--- src/rtl/spi_accel_responder.sv ---
// spi_accel_responder: SPI mode-3 target exposing an accelerometer-style register map.
// Define SPI_RESP_DRDY_INT_EN to add INT_ENABLE (0x2E) and the data-ready interrupt on int1.
module spi_accel_responder (
  input  logic        clk,
  input  logic        reset,
  input  logic        spi_sclk,
  input  logic        spi_cs_n,
  input  logic        spi_sdi,
  output logic        spi_sdo,
  output logic        spi_sdo_oe,
  input  logic        sample_valid,
  input  logic [15:0] sample_x,
  input  logic [15:0] sample_y,
  input  logic [15:0] sample_z,
  output logic [7:0]  bw_rate,
  output logic [7:0]  power_ctl,
  output logic [7:0]  data_format,
  output logic        reg_wr,
  output logic [5:0]  reg_wr_addr,
  output logic        int1
);
  typedef enum logic [2:0] {IDLE, CMD, WDATA, RDATA, WAIT_CS} state_t;
  state_t state_q, state_d;
  logic [2:0] sclk_q, sclk_d, cs_q, cs_d, cnt_q, cnt_d;
  logic [1:0] sdi_q, sdi_d;
  logic [7:0] sh_q, sh_d, bw_q, bw_d, pc_q, pc_d, df_q, df_d, rd_data, byte_in;
  logic [5:0] addr_q, addr_d, wr_addr_q, wr_addr_d, addr_inc, ld_addr;
  logic       mb_q, mb_d, sdo_q, sdo_d, oe_q, oe_d, wr_q, wr_d, pend_vld_q, pend_vld_d;
  logic [47:0] snap_q, snap_d, pend_q, pend_d;
  logic       sclk_rise, sclk_fall, cs_rise, cs_fall, cs_n_s, byte_done, wr_ok, wr_commit;
  logic       snap_load, pend_commit;
`ifdef SPI_RESP_DRDY_INT_EN
  logic [7:0] ien_q, ien_d;
  logic       drdy_q, drdy_d;
  assign int1 = drdy_q & ien_q[7];
`else
  assign int1 = 1'b0;
`endif
  assign sclk_rise = sclk_q[1] & ~sclk_q[2];
  assign sclk_fall = ~sclk_q[1] & sclk_q[2];
  assign cs_rise   = cs_q[1] & ~cs_q[2];
  assign cs_fall   = ~cs_q[1] & cs_q[2];
  assign cs_n_s    = cs_q[1];
  assign byte_in   = {sh_q[6:0], sdi_q[1]};
  assign addr_inc  = addr_q + {5'd0, mb_q};
  // Address of the byte about to be loaded for shifting out: command target or next data address
  assign ld_addr   = (state_q == CMD) ? byte_in[5:0] : addr_inc;
  assign spi_sdo     = sdo_q;
  assign spi_sdo_oe  = oe_q;
  assign bw_rate     = bw_q;
  assign power_ctl   = pc_q;
  assign data_format = df_q;
  assign reg_wr      = wr_q;
  assign reg_wr_addr = wr_addr_q;
  always_comb begin
    case (ld_addr)
      6'h00:   rd_data = 8'hE5;
      6'h2C:   rd_data = bw_q;
      6'h2D:   rd_data = pc_q;
`ifdef SPI_RESP_DRDY_INT_EN
      6'h2E:   rd_data = ien_q;
`endif
      6'h31:   rd_data = df_q;
      6'h32:   rd_data = snap_q[7:0];
      6'h33:   rd_data = snap_q[15:8];
      6'h34:   rd_data = snap_q[23:16];
      6'h35:   rd_data = snap_q[31:24];
      6'h36:   rd_data = snap_q[39:32];
      6'h37:   rd_data = snap_q[47:40];
      default: rd_data = 8'h00;
    endcase
  end
  always_comb begin
    sclk_d = {sclk_q[1:0], spi_sclk};
    cs_d = {cs_q[1:0], spi_cs_n};
    sdi_d = {sdi_q[0], spi_sdi};
    state_d = state_q;
    cnt_d = cnt_q;
    sh_d = sh_q;
    addr_d = addr_q;
    mb_d = mb_q;
    byte_done = 1'b0;
    if (cs_rise) state_d = IDLE;
    else case (state_q)
      IDLE: if (cs_fall) begin
        state_d = CMD;
        cnt_d = 3'd0;
      end
      CMD, WDATA, RDATA: begin
        if (sclk_fall && state_q == RDATA) sh_d = {sh_q[6:0], 1'b0};
        if (sclk_rise) begin
          cnt_d = cnt_q + 3'd1;
          sh_d = (state_q == RDATA) ? sh_q : byte_in;
          if (cnt_q == 3'd7) begin
            byte_done = 1'b1;
            addr_d = ld_addr;
            mb_d = (state_q == CMD) ? byte_in[6] : mb_q;
            if (state_q == CMD) state_d = byte_in[7] ? RDATA : WDATA;
            if (state_d == RDATA) sh_d = rd_data;
          end
        end
      end
      default: ;
    endcase
`ifdef SPI_RESP_DRDY_INT_EN
    wr_ok = addr_q == 6'h2C || addr_q == 6'h2D || addr_q == 6'h2E || addr_q == 6'h31;
`else
    wr_ok = addr_q == 6'h2C || addr_q == 6'h2D || addr_q == 6'h31;
`endif
    wr_commit = byte_done && state_q == WDATA && wr_ok;
    wr_d = wr_commit;
    wr_addr_d = wr_commit ? addr_q : wr_addr_q;
    bw_d = (wr_commit && addr_q == 6'h2C) ? byte_in : bw_q;
    pc_d = (wr_commit && addr_q == 6'h2D) ? byte_in : pc_q;
    df_d = (wr_commit && addr_q == 6'h31) ? byte_in : df_q;
    oe_d = state_d == RDATA;
    sdo_d = oe_d & ((state_q == RDATA && sclk_fall) ? sh_q[7] : sdo_q);
    // Samples arriving mid-transaction wait in pend until cs_n rises
    pend_commit = cs_rise & pend_vld_q;
    pend_d = (sample_valid & ~cs_n_s) ? {sample_z, sample_y, sample_x} : pend_q;
    pend_vld_d = (sample_valid & ~cs_n_s) | (pend_vld_q & ~cs_rise);
    snap_load = pend_commit | (sample_valid & cs_n_s);
    snap_d = (sample_valid & cs_n_s) ? {sample_z, sample_y, sample_x} : pend_commit ? pend_q : snap_q;
`ifdef SPI_RESP_DRDY_INT_EN
    ien_d = (wr_commit && addr_q == 6'h2E) ? byte_in : ien_q;
    drdy_d = snap_load | (drdy_q & ~(byte_done && state_q == RDATA && addr_q == 6'h37));
`endif
  end
  always_ff @(posedge clk) begin
    if (reset) begin
      state_q <= spi_cs_n ? IDLE : WAIT_CS;
      sclk_q <= 3'b111;
      cs_q <= 3'b111;
      sdi_q <= 2'b00;
      cnt_q <= 3'd0;
      sh_q <= 8'h00;
      addr_q <= 6'd0;
      mb_q <= 1'b0;
      bw_q <= 8'h0A;
      pc_q <= 8'h00;
      df_q <= 8'h00;
      sdo_q <= 1'b0;
      oe_q <= 1'b0;
      wr_q <= 1'b0;
      wr_addr_q <= 6'd0;
      snap_q <= 48'd0;
      pend_q <= 48'd0;
      pend_vld_q <= 1'b0;
`ifdef SPI_RESP_DRDY_INT_EN
      ien_q <= 8'h00;
      drdy_q <= 1'b0;
`endif
    end else begin
      state_q <= state_d;
      sclk_q <= sclk_d;
      cs_q <= cs_d;
      sdi_q <= sdi_d;
      cnt_q <= cnt_d;
      sh_q <= sh_d;
      addr_q <= addr_d;
      mb_q <= mb_d;
      bw_q <= bw_d;
      pc_q <= pc_d;
      df_q <= df_d;
      sdo_q <= sdo_d;
      oe_q <= oe_d;
      wr_q <= wr_d;
      wr_addr_q <= wr_addr_d;
      snap_q <= snap_d;
      pend_q <= pend_d;
      pend_vld_q <= pend_vld_d;
`ifdef SPI_RESP_DRDY_INT_EN
      ien_q <= ien_d;
      drdy_q <= drdy_d;
`endif
    end
  end
endmodule

--- config.mk ---
export PLATFORM = sky130hd
export DESIGN_NAME = spi_accel_responder
export DESIGN_NICKNAME = d
export VERILOG_FILES = /design/src/rtl/spi_accel_responder.sv
export SDC_FILE = /design/constraint.sdc
export NUM_CORES = 1
export LEC_CHECK = 0
export CORE_ASPECT_RATIO = 1.5
export CORE_UTILIZATION = 60
export CTS_CLUSTER_DIAMETER = 120
export CTS_CLUSTER_SIZE = 8
export DETAILED_ROUTE_END_ITERATION = 16
export DONT_BUFFER_PORTS = 1
export PLACE_DENSITY = 0.87
export SLEW_MARGIN = 20
export SYNTH_ARGS = -nofsm -noshare
export SYNTH_HDL_FRONTEND = slang
export SYNTH_SLANG_ARGS = --single-unit
export TNS_END_PERCENT = 5
--- constraint.sdc ---
create_clock -name clk -period 3 [get_ports clk]
set_input_delay 0.6 -clock clk [delete_from_list [all_inputs] [get_ports clk]]
set_output_delay 0.6 -clock clk [all_outputs]
set_load 0.01 [all_outputs]
==> flow_metrics.env, run 1 <==
export IMPL_status="finished clean"
export IMPL_cts_max_level=4
export IMPL_p_comb_share_pct=4.9
export IMPL_vias=6757
export IMPL_wl_met3_mm=1.38
export IMPL_route_detailed_drc=0
export IMPL_p_per_area_nw_per_um2=562
export IMPL_p_int_mw=3.36
export IMPL_postCtsSetupRepairBufs=0
export IMPL_synth_xor_area_share_pct=0.594
export IMPL_grt_usage_pct=31.9
export IMPL_crit_start="addr_q[0]$_SDFFE_PP0P_"
export IMPL_n_fill_cell=991
export IMPL_critPathMaxStageDelay_ns=0.47
export IMPL_crit_path_cell_trace="ha_1, ha_1, nand3_1, xor2_1, a32o_2, and2_1, a22o_1, nor4_1, a31oi_1"
export IMPL_die_w_um=92.5
export IMPL_tightest_slew_ns=0.811
export IMPL_maxSlewViolCount=0
export IMPL_synth_most_common_cell="nand2_1"
export IMPL_synth_fa_ha_area_share_pct=0.848
export IMPL_routabilityCongestion=0.994
export IMPL_worstReg2RegStart="addr_q[0]$_SDFFE_PP0P_"
export IMPL_cts_sinks=159
export IMPL_antenna_cells=0
export IMPL_synth_mux_area_fraction_pct=4.36
export IMPL_r2r_cells=9
export IMPL_holdWs_ns=0.252
export IMPL_clk_path_buf_depth=2
export IMPL_min_path_type="input port to flop"
export IMPL_max_slew_margin_pct=45.9
export IMPL_synth_top_family_by_area="simple AND/OR/NAND/NOR gates"
export IMPL_wl_met2_mm=10.2
export IMPL_rows=49
export IMPL_wl_mm=20.0
export IMPL_ys_ff_latch=159
export IMPL_synth_top_area_share_pct=43.2
export IMPL_dr_max_layer_used="met4"
export IMPL_synth_yosys_seq_area_share_pct=43.2
export IMPL_ios=88
export IMPL_power_total_mw=4.48
export IMPL_worst_setup_path_type="flop to flop"
export IMPL_clkSlewWorstSetupHoldPaths_ns=0.06
export IMPL_ant_nets=0
export IMPL_p_seq_share_pct=49.9
export IMPL_ys_warn_count=0
export IMPL_firstDrtPassIters=6
export IMPL_drt_met1_wl_mm=7.20
export IMPL_worstPathArrival_ns=3.03
export IMPL_endpoint_kind="flop"
export IMPL_p_clk_share_pct=45.1
export IMPL_synth_common_cells="183 x nand2_1, 159 x dfxtp_1, 100 x nor2_1, 66 x a21oi_1, 63 x nand3_1"
export IMPL_cpMostUsedCell="ha_1"
export IMPL_synth_cells=917
export IMPL_power_share_switching_pct=24.8
export IMPL_timing_final_ws_setup_ns=0.268
export IMPL_grt_max_degree=147
export IMPL_start_kind="flop"
export IMPL_cts_buffers=17
export IMPL_synth_compound_area_share_pct=20.6
export IMPL_netlist_area_um2=7370
export IMPL_syn_nets=976
export IMPL_cts_resized=0
export IMPL_dpl_cell_area_um2=7410
export IMPL_synth_flop_cell="dfxtp_1"
export IMPL_hold_buffers=0
export IMPL_min_from="reset"
export IMPL_drive_gt1_share_pct=8.44
export IMPL_avgSynthCellArea_um2=8.04
export IMPL_grt_pass1_vias=6205
export IMPL_grt_overflow=0
export IMPL_synth_simple_area_share_pct=25.3
export IMPL_min_period_ns=2.73
export IMPL_port_buffer_count=0
export IMPL_clock_root_buffer="clkbuf_16"
export IMPL_final_nets=935
export IMPL_path_max_fanout=10
export IMPL_clock_skew_ns=0.00965
export IMPL_drtIter0Drc=508
export IMPL_setup_violations=0
export IMPL_synthArstFlopShare_pct=0
export IMPL_start_util_pct=61.7
export IMPL_grt_pass1_wl_mm=31.6
export IMPL_clkLatencyLatePin_ns=0.43
export IMPL_cap_violations=0
export IMPL_worstPathRequired_ns=3.30
export IMPL_leakage_nw=2.64
export IMPL_final_setup_tns_ns=0
export IMPL_core_area_um2=12000
export IMPL_synthTopCellsByArea="dfxtp_1 43%, nand2_1 9.3%, a311oi_1 5.8%, nor2_1 5.1%, a21oi_1 4.5%"
export IMPL_finalCritPeriodShare_pct=91.1
export IMPL_dieArea_um2=12700
export IMPL_antenna_found_initial=0
export IMPL_yosysUniqueCellTypes=62
export IMPL_syn2layout_area_growth_pct=7.96
export IMPL_pre_cts_ws_ns=0.314
export IMPL_cts_tree="done"
export IMPL_vdd_drop_max_v=0.000550
export IMPL_critical_path_slowest_cell="dfxtp_1"
export IMPL_viasPerCell=6.48
export IMPL_synth_edf_count=0
export IMPL_switchingPower_mw=1.11
export IMPL_whs_path_depth=1
export IMPL_place_hpwl_mm=13.4
export IMPL_rsz0062_at_grt="no"
export IMPL_final_area_um2=7960
export IMPL_fmax_mhz=366
export IMPL_die_h_um=138
export IMPL_hold_viol_final=0
export IMPL_yosys_area_top_type="dfxtp_1"
export IMPL_wl_per_cell_um=19.2
power groups by stage:
stage | combinational, mW | clock, mW | sequential [mW]
floorplan | 0.212 | 0 | 2.26
global placement | 0.212 | 0 | 2.28
detailed placement | 0.217 | 0 | 2.28
CTS | 0.219 | 2.03 | 2.23
global route | 0.247 | 2.12 | 2.24
finish | 0.220 | 2.02 | 2.24
layout by cell type, fill, tap and decap left out, types with 4 or more instances in the layout:
master,Yosys,layout
nor2b_1,8,7
inv_1,5,5
clkbuf_16,0,17
clkinv_2,0,4
o22ai_1,9,9
o21ai_0,18,18
or2_2,5,5
o221ai_1,4,4
nor4_1,5,5
a21oi_1,66,66
buf_4,4,19
a311oi_1,49,49
mux2i_1,31,31
nor3_1,9,9
ha_1,5,5
a31oi_1,11,11
nand3b_1,7,7
o211ai_1,7,7
o21a_1,10,10
nand3_1,63,63
dfxtp_1,159,158
nor2_1,100,99
nand2_1,183,183
a22oi_1,24,24
layer usage:
metal / up-vias / GRT usage, %
li1: 3195 / -
met4: 0 / 21.3
met2: 312 / 55.5
met3: 90 / 7.23
met5: - / 0
met1: 3160 / 34.5
kinds of logic (layout without fill, tap and decap cells):
| logic type | after synthesis | in the layout |
|---|---|---|
| XOR/XNOR | 5 | 5 |
| multiplexers | 32 | 32 |
| flip-flops | 159 | 159 |
| AO/OA/AOI/OAI | 220 | 220 |
| adder cells (fa/ha/maj) | 5 | 5 |
| buffers and inverters | 86 | 58 |
| AND/OR/NAND/NOR | 409 | 409 |
| other | 1 | 1 |
final cells by class:
cell class              instances  area, um^2  area share, %
flip-flops and latches        159        3180           40.0
well taps                     153         191           2.40
multi-input cells             672        3830           48.2
clock inverters                14         110           1.38
clock buffers                  18         439           5.52
repair buffers                 21         183           2.29
inverters                       5        18.8          0.236
sequential cells by signal (all words and copies together), names as in the netlist:
signal	count
bw_rate	8
snap_q	48
pend_q	48
sh_q	8
sclk_q	3
cnt_q	3
power_ctl	8
spi_sdo_oe	1
reg_wr_addr	6
data_format	8
mb_q	1
pend_vld_q	1
reg_wr	1
addr_q	6
spi_sdo	1
sdi_q	2
state_q	3
cs_q	3
worst paths after layout:
check | slack (ns) | endpoint
min reg2reg | 0.41 | sclk_q[1]$_SDFF_PP1_
max | 0.27 | sh_q[7]$_SDFFE_PP0P_
min | 0.25 | pend_q[0]$_SDFFE_PP0P_
max reg2reg | 0.27 | sh_q[7]$_SDFFE_PP0P_
per-stage QoR:
stage	cells	utilization, %
final	1042	66.6
after global routing	1042	66.6
after CTS	1042	66.6
after detailed placement	1010	62.0
after global placement	1010	62.0
after floorplan	917	-
critical path: cells and delay by family, from the launching register on:
| kind | cells | cell delay [ns] |
|---|---|---|
| AND/OR/NAND/NOR | 3 | 0.71 |
| AO/OA/AOI/OAI | 3 | 0.67 |
| adder cells (fa/ha/maj) | 2 | 0.55 |
| flip-flops | 1 | 0.47 |
| XOR/XNOR | 1 | 0.20 |
(Power assumes the default switching activity.)
==> inputs of run 2 (changes only) <==
--- a/config.mk
+++ b/config.mk
@@ -6,6 +6,7 @@
 export NUM_CORES = 1
 export LEC_CHECK = 0
 export CORE_ASPECT_RATIO = 1.5
+export CORE_MARGIN = 2
 export CORE_UTILIZATION = 60
 export CTS_CLUSTER_DIAMETER = 120
 export CTS_CLUSTER_SIZE = 8
==> run 2 against run 1 <==
Net effect:
- sequential cell count stayed put
- die area is 3.6% higher
- critical path depth stayed put
- sequential power hardly changed
- routed wire length is 3.3% higher
- critical endpoint is now sh_q[0]$_SDFFE_PP0P_
==> flow_metrics.env, run 2 (same netlist as run 1, synthesis figures left out) <==
export IMPL_final_setup_tns_ns=0
export IMPL_tightest_slew_ns=0.764
export IMPL_cts_resized=0
export IMPL_wl_per_cell_um=19.9
export IMPL_dieArea_um2=13200
export IMPL_wl_mm=20.6
export IMPL_clock_skew_ns=0.00647
export IMPL_start_kind="flop"
export IMPL_postCtsSetupRepairBufs=0
export IMPL_cts_sinks=159
export IMPL_vias=6749
export IMPL_syn2layout_area_growth_pct=8.74
export IMPL_drtIter0Drc=470
export IMPL_ant_nets=0
export IMPL_die_w_um=94.5
export IMPL_route_detailed_drc=0
export IMPL_cts_max_level=4
export IMPL_antenna_found_initial=0
export IMPL_max_slew_margin_pct=49.0
export IMPL_core_area_um2=12000
export IMPL_place_hpwl_mm=13.8
export IMPL_p_per_area_nw_per_um2=598
export IMPL_utilization_pct=66.7
export IMPL_min_path_type="input port to flop"
export IMPL_top_regs="pend_q x48, snap_q x48"
export IMPL_routabilityCongestion=0.990
export IMPL_port_buffer_count=0
export IMPL_setup_violations=0
export IMPL_worstPathArrival_ns=3.02
export IMPL_rows=49
export IMPL_fmax_mhz=368
export IMPL_cts_tree="done"
export IMPL_grt_max_degree=147
export IMPL_final_nets=932
export IMPL_grt_usage_pct=31.9
export IMPL_clk_path_buf_depth=2
export IMPL_ios=88
export IMPL_drive_gt1_share_pct=7.59
export IMPL_maxSlewViolCount=0
export IMPL_rsz0062_at_grt="no"
export IMPL_path_max_fanout=10
export IMPL_grt_overflow=0
export IMPL_hold_viol_final=0
export IMPL_leakage_nw=2.65
export IMPL_layout_common_cells="183 x nand2_1, 158 x dfxtp_1, 99 x nor2_1, 66 x a21oi_1, 63 x nand3_1"
export IMPL_dpl_cell_area_um2=7390
export IMPL_regToRegSetupSlack_ns=0.28
export IMPL_finalCritPeriodShare_pct=90.5
export IMPL_status="finished clean"
export IMPL_final_area_um2=8020
export IMPL_cts_buffers=17
export IMPL_vdd_drop_max_v=0.000408
export IMPL_cap_violations=0
export IMPL_antenna_cells=0
export IMPL_holdWs_ns=0.244
export IMPL_hold_buffers=0
export IMPL_firstDrtPassIters=7
export IMPL_start_util_pct=61.4
export IMPL_worst_setup_path_type="flop to flop"
export IMPL_mostFrequentLayoutCell="nand2_1"
export IMPL_clkLatencyLatePin_ns=0.43
export IMPL_clkSlewWorstSetupHoldPaths_ns=0.06
export IMPL_grt_pass1_wl_mm=32.9
export IMPL_clock_root_buffer="clkbuf_16"
export IMPL_endpoint_kind="flop"
export IMPL_worstPathRequired_ns=3.31
export IMPL_viasPerCell=6.51
export IMPL_die_h_um=140
export IMPL_grt_pass1_vias=6455
export IMPL_min_period_ns=2.72
export IMPL_n_fill_cell=1008
## run 2: changes by cell type in the layout (fill, tap and decap cells not counted)
cell,change
bufinv_16,+5
clkinv_2,-4
buf_4,-3
clkinv_4,-3
clkbuf_1,+2
inv_8,-2
inv_6,-1
## run 2: area by class of cell
type	instances	area (um^2)	share of cell area, %
sequential	159	3180	39.7
timing repair buffer	18	160	2.00
inverter	5	18.8	0.234
clock buffer	20	447	5.57
clock inverter	9	183	2.28
multi-input combinational	672	3830	47.8
tap	153	191	2.39
## run 2: worst max-delay path: stages, from the launching register on
cell       delay (ns)
dfxtp_1          0.38
ha_1             0.23
ha_1             0.29
and4b_1          0.22
a22oi_1          0.19
nand2_1          0.15
a21oi_1          0.43
nor2b_1          0.21
a2111oi_2        0.39
o31ai_1          0.09
## run 2: worst paths after layout
path	endpoint	cells after the start	start
max	sh_q[0]$_SDFFE_PP0P_	9	addr_q[0]$_SDFFE_PP0P_
min	cnt_q[2]$_SDFFE_PP0P_	1	reset
max reg2reg	sh_q[0]$_SDFFE_PP0P_	9	addr_q[0]$_SDFFE_PP0P_
min reg2reg	sclk_q[1]$_SDFF_PP1_	1	sclk_q[0]$_SDFF_PP1_
## run 2: routing by layer
metal | routed length (um) | up-vias | global-route usage [%]
li1 | - | 3177 | -
met3 | 1300 | 95 | 7.36
met5 | 0 | - | 0
met1 | 7390 | 3173 | 34.6
met4 | 1290 | 0 | 19.9
met2 | 10700 | 304 | 54.9
## run 2: where the power goes
| group | switching [mW] | internal, mW |
|---|---|---|
| combinational | 0.135 | 0.0833 |
| sequential | 0.0535 | 2.18 |
| clock | 0.850 | 1.49 |
## run 2: metrics by stage
| stage | total power, mW | cells | worst slack, ns |
|---|---|---|---|
| after detailed placement | 2.49 | 1007 | 0.317 |
| final | 4.79 | 1036 | 0.284 |
| after CTS | 4.80 | 1036 | 0.295 |
| after global routing | 4.91 | 1036 | 0.0149 |
| after floorplan | 2.47 | 917 | 0.623 |
| after global placement | 2.48 | 1007 | 0.307 |
